$ cat src/rtl/gap_det_pkg.sv
// Shared types and helpers for the gap pattern detector: FSM state encoding,
// default maximum gap and the counter width helper.
package gap_det_pkg;

   typedef enum logic [1:0] {
      IDLE  = 2'd0,
      ARMED = 2'd1,
      COUNT = 2'd2,
      OVF   = 2'd3
   } gap_state_t;

   localparam int GAP_MAX_DEFAULT = 4;

   // Counter must hold 0..max_gap inclusive; never narrower than one bit.
   function automatic int gap_cnt_w(input int max_gap);
      return (max_gap < 1) ? 1 : $clog2(max_gap + 1);
   endfunction

endpackage

$ cat src/rtl/gap_sat_counter.sv
// Saturating up-counter for the zero-run length: synchronous clear,
// increment enable, and a sat flag raised when the count reaches MAX_VAL.
module gap_sat_counter
   import gap_det_pkg::*;
#(
   parameter int MAX_VAL = GAP_MAX_DEFAULT,
   parameter int CNT_W   = gap_cnt_w(MAX_VAL)
) (
   input  logic             clk,
   input  logic             rst,
   input  logic             clr,
   input  logic             inc,
   output logic [CNT_W-1:0] cnt,
   output logic             sat
);

   localparam logic [CNT_W-1:0] MAX_CNT = CNT_W'(MAX_VAL);

   assign sat = (cnt == MAX_CNT);

   // Clear wins over increment; at MAX_VAL the count freezes instead of wrapping.
   always_ff @(posedge clk) begin
      if (rst || clr) begin
         cnt <= '0;
      end else if (inc && !sat) begin
         cnt <= cnt + CNT_W'(1);
      end
   end

endmodule

$ cat src/rtl/gap_pattern_detector.sv
// Serial "1 0^n 1" classifier reporting the zero-gap length with a one-cycle
// valid pulse. Define GAP_PATTERN_DETECTOR_MATCH_EN to add target_gap/match.
module gap_pattern_detector
   import gap_det_pkg::*;
#(
   parameter int MAX_GAP     = GAP_MAX_DEFAULT,
   parameter int CNT_W       = gap_cnt_w(MAX_GAP),
   parameter int OVERLAP     = 1,
   parameter int REPORT_ZERO = 0
) (
   input  logic             clk,
   input  logic             rst,
   input  logic             x,
   input  logic             x_en,
   output logic             gap_valid,
   output logic [CNT_W-1:0] gap_len,
   output logic             gap_ovf,
   output logic             armed
`ifdef GAP_PATTERN_DETECTOR_MATCH_EN
   ,
   input  logic [CNT_W-1:0] target_gap,
   output logic             match
`endif
);

   gap_state_t       state;
   gap_state_t       nxt;
   logic             cnt_clr;
   logic             cnt_inc;
   logic [CNT_W-1:0] cnt;
   logic             cnt_sat;

   logic             report_p0;
   logic             rep_ovf_p0;
   logic [CNT_W-1:0] rep_len_p0;
   gap_state_t       after_close;

   assign after_close = (OVERLAP != 0) ? ARMED : IDLE;

   gap_sat_counter #(
      .MAX_VAL (MAX_GAP),
      .CNT_W   (CNT_W)
   ) u_cnt (
      .clk (clk),
      .rst (rst),
      .clr (cnt_clr),
      .inc (cnt_inc),
      .cnt (cnt),
      .sat (cnt_sat)
   );

   // Stage p0: next-state and report decode on the consumed sample
   always_comb begin
      nxt        = state;
      cnt_clr    = 1'b0;
      cnt_inc    = 1'b0;
      report_p0  = 1'b0;
      rep_ovf_p0 = 1'b0;
      rep_len_p0 = '0;
      if (x_en) begin
         case (state)
            IDLE: begin
               if (x) begin
                  nxt     = ARMED;
                  cnt_clr = 1'b1;
               end
            end
            ARMED: begin
               if (!x) begin
                  nxt     = COUNT;
                  cnt_inc = 1'b1;
               end else begin
                  report_p0 = (REPORT_ZERO != 0);
                  nxt       = after_close;
                  cnt_clr   = 1'b1;
               end
            end
            COUNT: begin
               if (!x) begin
                  if (cnt_sat) begin
                     nxt = OVF;
                  end else begin
                     cnt_inc = 1'b1;
                  end
               end else begin
                  report_p0  = 1'b1;
                  rep_len_p0 = cnt;
                  nxt        = after_close;
                  cnt_clr    = 1'b1;
               end
            end
            OVF: begin
               if (x) begin
                  report_p0  = 1'b1;
                  rep_ovf_p0 = 1'b1;
                  nxt        = after_close;
                  cnt_clr    = 1'b1;
               end
            end
            default: begin
               nxt     = IDLE;
               cnt_clr = 1'b1;
            end
         endcase
      end
   end

   // Stage p1: registered state and report outputs
   always_ff @(posedge clk) begin
      if (rst) begin
         state     <= IDLE;
         gap_valid <= 1'b0;
         gap_len   <= '0;
         gap_ovf   <= 1'b0;
      end else begin
         state     <= nxt;
         gap_valid <= report_p0;
         if (report_p0) begin
            gap_len <= rep_len_p0;
            gap_ovf <= rep_ovf_p0;
         end
      end
   end

   assign armed = (state != IDLE);

`ifdef GAP_PATTERN_DETECTOR_MATCH_EN
   always_ff @(posedge clk) begin
      if (rst) begin
         match <= 1'b0;
      end else begin
         match <= report_p0 && !rep_ovf_p0 && (rep_len_p0 == target_gap);
      end
   end
`endif

endmodule
$ cat config.mk
export PLATFORM = sky130hd
export DESIGN_NAME = gap_pattern_detector
export DESIGN_NICKNAME = d
export VERILOG_FILES = /design/src/rtl/gap_det_pkg.sv /design/src/rtl/gap_sat_counter.sv /design/src/rtl/gap_pattern_detector.sv
export SDC_FILE = /design/constraint.sdc
export NUM_CORES = 1
export LEC_CHECK = 0
export BUFFER_PORTS_ARGS = -buffer_cell sky130_fd_sc_hd__buf_4
export CAP_MARGIN = 20
export CORE_AREA = 2 2 39 41
export CTS_CLUSTER_SIZE = 40
export DETAILED_ROUTE_END_ITERATION = 16
export DIE_AREA = 0 0 41 43
export GPL_TIMING_DRIVEN = 0
export PLACE_DENSITY = 0.61
export RECOVER_POWER = 50
export SLEW_MARGIN = 0
export SYNTH_ARGS = -nofsm -noshare
export SYNTH_HDL_FRONTEND = slang
export SYNTH_SLANG_ARGS = --single-unit
$ cat constraint.sdc
create_clock -name clk -period 1.6 [get_ports clk]
set_clock_uncertainty 0.15 [all_clocks]
set_input_delay 0.08 -clock clk [delete_from_list [all_inputs] [get_ports clk]]
set_output_delay 0.08 -clock clk [all_outputs]
set_load 0.005 [all_outputs]
==> results of run 1 <==
==> where the power goes <==
group | total [mW] | switching (mW) | internal [mW] | leakage [nW]
Clock | 0.173 | 0.0864 | 0.0868 | 0.0138
Sequential | 0.256 | 0.00394 | 0.253 | 0.0816
Combinational | 0.0537 | 0.0282 | 0.0255 | 0.186
==> logic make-up (layout without fill, tap and decap cells) <==
family                   Yosys count  count (layout)
buffers and inverters              7              21
multiplexers                       1               1
AO/OA/AOI/OAI                     19              19
flip-flops                        10              10
adder cells (fa/ha/maj)            7               7
AND/OR/NAND/NOR                   16              16
==> registers in the layout (all words and copies together) (netlist names) <==
| register | flops |
|---|---|
| state | 2 |
| gap_valid | 1 |
| u_cnt.cnt | 3 |
| gap_ovf | 1 |
| gap_len | 3 |
==> worst paths after layout <==
check / start / end / depth (start not counted)
setup / recovery: state[0] / u_cnt.cnt[2] / 5
hold / removal: rst / gap_len[2] / 2
setup reg to reg: state[0] / u_cnt.cnt[2] / 5
hold reg to reg: gap_ovf / gap_ovf / 2
==> routing by layer <==
layer | wire length [um] | vias up | share of wire, % | track usage [%]
met4 | 15 | 0 | 1.4 | 8.00
met1 | 493 | 218 | 47 | 16.0
met2 | 487 | 11 | 46 | 20.9
met5 | 0 | - | 0 | 0
li1 | - | 243 | - | -
met3 | 54 | 2 | 5.1 | 4.71
==> worst max-delay path: cells and delay by family, from the launching register on <==
family,cells,cell delay [ns]
simple gates,2,0.38
flops,1,0.37
fa+ha+maj,1,0.32
mux,1,0.18
buf+inv,1,0.07
==> cell usage after synthesis <==
| master | instances | share of area [%] |
|---|---|---|
| sky130_fd_sc_hd__a21boi_1 | 2 | 2.7 |
| sky130_fd_sc_hd__nand2_1 | 2 | 1.4 |
| sky130_fd_sc_hd__mux2i_1 | 1 | 1.8 |
| sky130_fd_sc_hd__o21ai_0 | 4 | 3.7 |
| sky130_fd_sc_hd__a31oi_1 | 2 | 2.3 |
| sky130_fd_sc_hd__o21a_1 | 1 | 1.4 |
| sky130_fd_sc_hd__o32ai_1 | 1 | 1.6 |
| sky130_fd_sc_hd__nand2b_1 | 3 | 3.4 |
| sky130_fd_sc_hd__o211ai_1 | 1 | 1.4 |
| sky130_fd_sc_hd__nand3_1 | 4 | 3.7 |
| sky130_fd_sc_hd__nor2_1 | 4 | 2.7 |
| sky130_fd_sc_hd__o2bb2ai_1 | 1 | 1.6 |
| sky130_fd_sc_hd__a22oi_1 | 3 | 4.1 |
| sky130_fd_sc_hd__inv_1 | 6 | 4.1 |
| sky130_fd_sc_hd__and3_1 | 1 | 1.1 |
| sky130_fd_sc_hd__ha_1 | 7 | 16 |
| sky130_fd_sc_hd__nand3b_1 | 1 | 1.4 |
| sky130_fd_sc_hd__and3b_2 | 1 | 1.8 |
| sky130_fd_sc_hd__a21bo_1 | 1 | 1.8 |
| sky130_fd_sc_hd__a2bb2oi_2 | 1 | 2.7 |
| sky130_fd_sc_hd__clkbuf_1 | 1 | 0.69 |
| sky130_fd_sc_hd__dfxtp_1 | 10 | 37 |
| sky130_fd_sc_hd__a21oi_1 | 2 | 1.8 |
==> placed cells by master, fill, tap and decap left out <==
master,synthesis,final
sky130_fd_sc_hd__dfxtp_1,10,8
sky130_fd_sc_hd__clkbuf_4,0,7
sky130_fd_sc_hd__inv_1,6,6
sky130_fd_sc_hd__ha_1,7,6
sky130_fd_sc_hd__nand3_1,4,4
sky130_fd_sc_hd__o21ai_0,4,4
sky130_fd_sc_hd__nor2_1,4,4
sky130_fd_sc_hd__buf_4,0,4
sky130_fd_sc_hd__nand2b_1,3,3
sky130_fd_sc_hd__a22oi_1,3,3
sky130_fd_sc_hd__clkbuf_1,1,2
sky130_fd_sc_hd__a21oi_1,2,2
sky130_fd_sc_hd__nand2_1,2,2
sky130_fd_sc_hd__a31oi_1,2,2
sky130_fd_sc_hd__a21boi_1,2,2
sky130_fd_sc_hd__dlygate4sd3_1,0,2
sky130_fd_sc_hd__dfxtp_2,0,2
sky130_fd_sc_hd__a2bb2oi_2,1,1
sky130_fd_sc_hd__and3b_2,1,1
sky130_fd_sc_hd__mux2i_1,1,1
sky130_fd_sc_hd__a21bo_1,1,1
sky130_fd_sc_hd__o21a_1,1,1
sky130_fd_sc_hd__o211ai_1,1,1
sky130_fd_sc_hd__and3_1,1,1
sky130_fd_sc_hd__o32ai_1,1,1
sky130_fd_sc_hd__o2bb2ai_1,1,1
sky130_fd_sc_hd__nand3b_1,1,1
sky130_fd_sc_hd__ha_2,0,1
==> area by class of cell <==
type	count	area, um2
Inverter	6	22.5
Multi-Input combinational cell	43	323
Clock buffer	3	22.5
Fill cell	140	706
Timing Repair Buffer	11	83.8
Tap cell	16	20.0
Buffer	1	3.75
Sequential cell	10	203
==> repair_timing <==
| item | in CTS | in global routing |
|---|---|---|
| hold buffers | 2 | 0 |
| endpoints found under the hold margin | 1 | 0 |
| buffers inserted | 1 | 0 |
| setup endpoints to repair | 2 | 7 |
| pin swaps | 1 | 1 |
| resized for setup | 0 | 3 |
==> impl_metrics.yaml, run 1 <==
critical_path:
  critical_path_required_ns: 1.66
  cp_slowest_stage_delay_ns: 0.37
  critical-path-slowest-cell: "sky130_fd_sc_hd__dfxtp_2"
  critical_path.startpoint_type: "flip-flop"
  critPathMaxFanout: 5
  timing.critical_path.arrival_ns: 1.59
  path_class: "reg -> reg"
  cp_cell_sequence: "inv_1, ha_1, and3b_2, nand3_1, mux2i_1"
  slack_of_the_worst_reg_to_reg_path_ns: 0.07
  crit_path_end_kind: "flip-flop"
placement:
  place.port_buffers: 8
  gpl.final_weighted_congestion: 0.782
  post-place-cells: 84
  post_place_instance_area_um2: 627
  pre_cts_slack_ns: 0.00478
timing:
  number_of_hold_slack_violations_in_the_final_timing_report: 0
  fin_tns_setup_ns: 0
  timing_worst_slew_pin_value_ns: 0.363
  relSlewSlack_pct: 75.8
  setup_viol: 0
  fin_crit_ns: 1.53
  postLayoutSetupSlackWorst_ns: 0.0694
  finalMaxSlewViolations: 0
  fin_hold_ws_ns: 0.00373
  final.period_utilization_pct: 95.7
  grt_setup_unrepaired: "false"
  max_freq_ghz: 0.653
cells_and_area:
  post_route_cells_drive_above_1_share_pct: 21.6
  finish.net_count: 87
  final_core_util_pct: 49.0
  fin_cells: 90
  area_growth_pct: 24.0
  diodes: 0
  final_area_um2: 678
drt:
  vias: 474
  router_iterations_before_antenna_repair: 3
  detailed_route_wire_length_um: 1050
  vias_per_cell: 5.27
  drt-wirelength-per-cell_um: 11.7
  drt-initial-drc-count: 9
  drcViolationCount: 0
  detail-route-antenna-nets: 0
power:
  power.total_uw: 483
  power-per-cell-area_mw_per_mm2: 713
  vdd.ir_drop.worst_mv: 0.241
  static-leakage-power_nw: 0.282
clocking:
  tritoncts_num_sinks: 10
  cts_buffer_depth: 2
  cts_htree_levels: 1
  numCtsBuffers: 3
  cts-root-buf: "sky130_fd_sc_hd__clkbuf_4"
  clk_latency_ns: 0.27
  reg_clk_slew_reported_paths_ns: 0.07
  tritoncts: "done"
logic_synthesis:
  ys_types: 23
  synth_top_family_by_area: "compound AO/OA/AOI/OAI gates"
  syn-instance-count: 60
  synth_mux_area_share_pct: 1.83
  synth-seq-cells: 10
  mapped_cell_area_um2: 547
  synth_xor_area_share_pct: 0
  synth_warnings: 0
  synth-seq-area-share_pct: 36.6
  synth_adder_area_share_pct: 16.0
  syn-num-nets: 71
  post_synth_and_or_nand_nor_area_fraction_pct: 15.6
  synth_compound_gate_area_share_pct: 25.2
  syn_area_per_cell_um2: 9.11
grt:
  grt_first_pass_wirelength_um: 1630
  global_route.overflow_total: 0
  first_global_vias: 445
  antenna_violations_before_repair: 0
  groute.usage.overall_pct: 13.8
  largest_net_degree_at_the_start_of_global_routing: 10
outcome:
  run_status: "finished clean"
floorplan:
  die_w_um: 41
  fp-row-count: 14
  start_util_pct: 39.5
  die_h_um: 43
  design.core.area_mm2: 0.00138
  top_level_ports: 10
  design.die.area_mm2: 0.00176
run:
  timing.max_cap.violations: 0
min_path:
  timing.hold.worst.class: "in -> reg"
(Power assumes the default switching activity.)
==> inputs of run 2 (changes only) <==
Settings changed: BUFFER_PORTS_ARGS -buffer_cell sky130_fd_sc_hd__buf_4 to default, DONT_BUFFER_PORTS from default to 1, PLACE_DENSITY 0.61 to 0.54.
Clock period 1.6 ns to 1.67 ns, I/O delays scaled along.
==> run 2 against run 1 <==
- critical path depth unchanged
- cell count decreased by 6.7%
- sequential share of layout area increased by 1.6 points
- routed wire length increased by 0.19%
- fmax decreased by 0.75%
- combinational power decreased by 18%
==> impl_metrics.yaml, run 2 (same netlist as run 1, synthesis figures left out) <==
cells_and_area:
  area_growth_pct: 17.2
  final_core_util_pct: 46.3
  final.fill_count: 144
  layout_commonest_cell: "sky130_fd_sc_hd__dfxtp_1"
  post_route_cells_drive_above_1_share_pct: 10.3
  finish.net_count: 80
  diodes: 0
  final_area_um2: 641
  top_regs: "gap_len: 3 flops, u_cnt.cnt: 3 flops, state: 2 flops"
  final_cell_mix: "sky130_fd_sc_hd__dfxtp_1, sky130_fd_sc_hd__ha_1, sky130_fd_sc_hd__inv_1"
floorplan:
  design.die.area_mm2: 0.00176
  fp-row-count: 14
  die_h_um: 43
  start_util_pct: 39.5
  top_level_ports: 10
  design.core.area_mm2: 0.00138
  die_w_um: 41
critical_path:
  critical_path_required_ns: 1.66
  critical_path.startpoint_type: "flip-flop"
  crit_path_end_kind: "flip-flop"
  cp_cell_sequence: "inv_1, ha_1, o211ai_1, buf_4, nor2_1"
  critPathMaxFanout: 7
  timing.critical_path.arrival_ns: 1.54
  cp_slowest_stage_delay_ns: 0.37
  critical-path-slowest-cell: "sky130_fd_sc_hd__dfxtp_2"
  path_class: "reg -> reg"
timing:
  postLayoutSetupSlackWorst_ns: 0.128
  timing_worst_slew_pin_value_ns: 0.353
  finalMaxSlewViolations: 0
  final.period_utilization_pct: 92.3
  number_of_hold_slack_violations_in_the_final_timing_report: 0
  grt_setup_unrepaired: "false"
  setup_viol: 0
  fin_tns_setup_ns: 0
  fin_crit_ns: 1.54
  max_freq_ghz: 0.648
  relSlewSlack_pct: 76.3
drt:
  drcViolationCount: 0
  detailed_route_wire_length_um: 1050
  vias_per_cell: 5.38
  router_iterations_before_antenna_repair: 6
  detail-route-antenna-nets: 0
  vias: 452
  drt-wirelength-per-cell_um: 12.5
  drt-initial-drc-count: 15
grt:
  global_route.overflow_total: 0
  groute.usage.overall_pct: 14.7
  antenna_violations_before_repair: 0
  grt_first_pass_wirelength_um: 1680
  largest_net_degree_at_the_start_of_global_routing: 10
  first_global_vias: 400
placement:
  post_place_instance_area_um2: 567
  gpl.final_weighted_congestion: 0.701
  place.port_buffers: 0
  pre_cts_slack_ns: 0.0916
  detailedPlacementHpwl_um: 772
clocking:
  numCtsBuffers: 3
  reg_clk_slew_reported_paths_ns: 0.07
  cts_htree_levels: 1
  cts_buffer_depth: 2
  cts-root-buf: "sky130_fd_sc_hd__clkbuf_4"
  clk_latency_ns: 0.26
  tritoncts_num_sinks: 10
  tritoncts: "done"
outcome:
  run_status: "finished clean"
power:
  static-leakage-power_nw: 0.259
  vdd.ir_drop.worst_mv: 0.466
  power.total_uw: 510
  power-per-cell-area_mw_per_mm2: 796
min_path:
  timing.hold.worst.class: "in -> reg"
run:
  timing.max_cap.violations: 0
run 2: changes by cell type in the layout (fill, tap and decap cells not counted), sizes merged:
| cell | change |
|---|---|
| dlygate4sd3 | +1 |
| clkbuf | -4 |
| buf | -3 |
run 2: final timing paths:
kind,start,endpoint,slack (ns),cells past startpoint
max reg2reg,state[0],gap_valid,0.13,5
min reg2reg,gap_ovf,gap_ovf,0.35,2
min,rst,gap_valid,0.01,2
max,state[0],gap_valid,0.13,5
run 2: critical path: cells and delay by family, from the launching register on:
kind	cells	cell delay (ns)
fa+ha+maj	1	0.28
flops	1	0.37
simple gates	1	0.03
compound gates	1	0.35
buf+inv	2	0.24
run 2: timing repair:
item,CTS,global route
hold endpoints to repair,6,0
buffers inserted,0,1
hold buffers,3,0
resized for setup,0,1
endpoints found under the setup margin,0,4
run 2: layout make-up:
type	instances	area [um2]	share of cell area, %
sequential	10	201	31.4
inverter	6	22.5	3.52
buffer	1	3.75	0.586
timing repair buffer	4	37.5	5.86
clock buffer	4	36.3	5.66
multi-input combinational	43	319	49.8
tap	16	20.0	3.13
run 2: report_power, final:
group | total, mW | internal [mW] | switching [mW]
combinational | 0.0442 | 0.0199 | 0.0243
clock | 0.220 | 0.132 | 0.0881
sequential | 0.245 | 0.242 | 0.00348
total | 0.510 | 0.394 | 0.116
run 2: per-stage QoR:
stage	instances	hold slack (ns)
6_report	84	0.0144
4_1_cts	83	0.0135
2_1_floorplan	60	0.0810
5_1_grt	84	0.0143
3_3_place_gp	76	0.0936
3_5_place_dp	76	0.0982
run 2: metal layers:
layer  vias up  routed length, um  track usage (%)
li1        233                  -                -
met1       208                530             19.0
met2         9                472             19.1
met3         2                 39             6.28
met4         0                 11             10.0
met5         -                  0                0
==> inputs of run 3 (changes only) <==
--- a/constraint.sdc
+++ b/constraint.sdc
@@ -4,2 +4,2 @@
 set_output_delay 0.0835 -clock clk [all_outputs]
-set_load 0.005 [all_outputs]
+set_load 0.1 [all_outputs]
==> run 3 against run 2 <==
- setup slack worse by 0.037 ns
- via count down 0.22%
- first-iteration DRC count shrank 6.7%
- clock power about the same
- flip-flop and latch count unchanged
- clock-buffer cell count did not move
- sequential power about the same
- sequential share of layout area shrank 0.30 points
- critical path depth decreased by 2
- hold slack worse by 0.0028 ns
- power is 4.5% higher
- utilization increased by 0.45 points
- critical endpoint is now armed
- largest cell class unchanged
==> impl_metrics.yaml, run 3 (same netlist as run 1, synthesis figures left out) <==
outcome:
  run_status: "finished clean"
cells_and_area:
  layout.area.seq_um2: 201
  final.fill_count: 142
  final_cell_mix: "sky130_fd_sc_hd__dfxtp_1, sky130_fd_sc_hd__ha_1, sky130_fd_sc_hd__inv_1"
  final_core_util_pct: 46.7
  post_route_cells_drive_above_1_share_pct: 13.2
  top_regs: "gap_len: 3 flops, u_cnt.cnt: 3 flops, state: 2 flops"
  multiInputGateArea_um2: 322
  finish.net_count: 80
  final_area_um2: 647
  fin_cells: 84
  layout_commonest_cell: "sky130_fd_sc_hd__dfxtp_1"
  area_growth_pct: 18.3
  diodes: 0
critical_path:
  crit_path_end_kind: "output port"
  critical_path_required_ns: 1.44
  timing.critical_path.arrival_ns: 1.35
  cp_slowest_stage_delay_ns: 0.42
  cp_cell_sequence: "inv_1, ha_1, clkinvlp_4"
  path_class: "reg -> out"
  critical-path-slowest-cell: "sky130_fd_sc_hd__clkinvlp_4"
  critPathMaxFanout: 4
  critical_path.startpoint_type: "flip-flop"
min_path:
  timing.hold.worst.class: "in -> reg"
floorplan:
  die_w_um: 41
  start_util_pct: 39.5
  die_h_um: 43
  design.core.area_mm2: 0.00138
  design.die.area_mm2: 0.00176
  fp-row-count: 14
  top_level_ports: 10
clocking:
  cts-root-buf: "sky130_fd_sc_hd__clkbuf_4"
  cts_buffer_depth: 2
  reg_clk_slew_reported_paths_ns: 0.07
  numCtsBuffers: 3
  cts_htree_levels: 1
  tritoncts: "done"
  clk_latency_ns: 0.27
  tritoncts_num_sinks: 10
timing:
  final.period_utilization_pct: 94.6
  timing_worst_slew_pin_value_ns: 0.964
  fin_tns_setup_ns: 0
  grt_setup_unrepaired: "false"
  finalMaxSlewViolations: 0
  setup_viol: 0
  max_freq_ghz: 0.633
  fin_hold_ws_ns: 0.0115
  number_of_hold_slack_violations_in_the_final_timing_report: 0
  relSlewSlack_pct: 35.7
  fin_crit_ns: 1.58
  postLayoutSetupSlackWorst_ns: 0.0904
grt:
  global_route.overflow_total: 0
  antenna_violations_before_repair: 0
  first_global_vias: 400
  groute.usage.overall_pct: 14.7
  largest_net_degree_at_the_start_of_global_routing: 10
  grt_first_pass_wirelength_um: 1680
power:
  power.total_uw: 533
  static-leakage-power_nw: 0.249
  vdd.ir_drop.worst_mv: 0.466
  power-per-cell-area_mw_per_mm2: 823
drt:
  detail-route-antenna-nets: 0
  router_iterations_before_antenna_repair: 4
  detailed_route_wire_length_um: 1060
  vias: 451
  drcViolationCount: 0
  drt-initial-drc-count: 14
  vias_per_cell: 5.37
  drt-wirelength-per-cell_um: 12.6
placement:
  post-place-cells: 76
  pre_cts_slack_ns: 0.0574
  gpl.final_weighted_congestion: 0.701
  place.port_buffers: 0
  detailedPlacementHpwl_um: 772
  post_place_instance_area_um2: 567
run:
  timing.max_cap.violations: 0
## run 3: cell count changes in the layout (fill, tap and decap cells not counted), sizes merged
cell	delta
clkinvlp	+1
inv	-1
## run 3: final cells by class
cell class | count | share of cell area, %
Buffer | 1 | 0.580
Tap cell | 16 | 3.09
Inverter | 6 | 4.06
Sequential cell | 10 | 31.1
Multi-Input combinational cell | 43 | 49.7
Timing Repair Buffer | 4 | 5.80
Clock buffer | 4 | 5.61
## run 3: timing repair
action                                  CTS  global route
resized for setup                         1             2
buffers inserted                          0             1
hold buffers                              3             0
endpoints found under the setup margin    1             4
hold endpoints to repair                  6             0
pin swaps                                 0             1
## run 3: worst max-delay path: cells and delay by family (launching register included)
family | cells | cell delay (ns)
fa+ha+maj | 1 | 0.21
buf+inv | 2 | 0.54
flops | 1 | 0.33
## run 3: worst paths after layout
kind / start / to / slack (ns) / depth (start not counted)
setup / recovery: state[1] / armed / 0.09 / 3
hold / removal: rst / gap_valid / 0.01 / 2
setup reg to reg: state[1] / u_cnt.cnt[2] / 0.12 / 5
hold reg to reg: state[0] / state[0] / 0.37 / 1
## run 3: power breakdown
| part | switching (mW) | total (mW) | internal (mW) |
|---|---|---|---|
| combinational | 0.0433 | 0.0646 | 0.0213 |
| clock | 0.0898 | 0.222 | 0.132 |
| sequential | 0.00415 | 0.246 | 0.242 |
## run 3: routing by layer
metal | up-vias | routed length, um | track usage [%]
li1 | 231 | - | -
met1 | 206 | 524 | 19.0
met2 | 12 | 474 | 19.1
met3 | 2 | 47 | 6.28
met4 | 0 | 11 | 10.0
met5 | - | 0 | 0
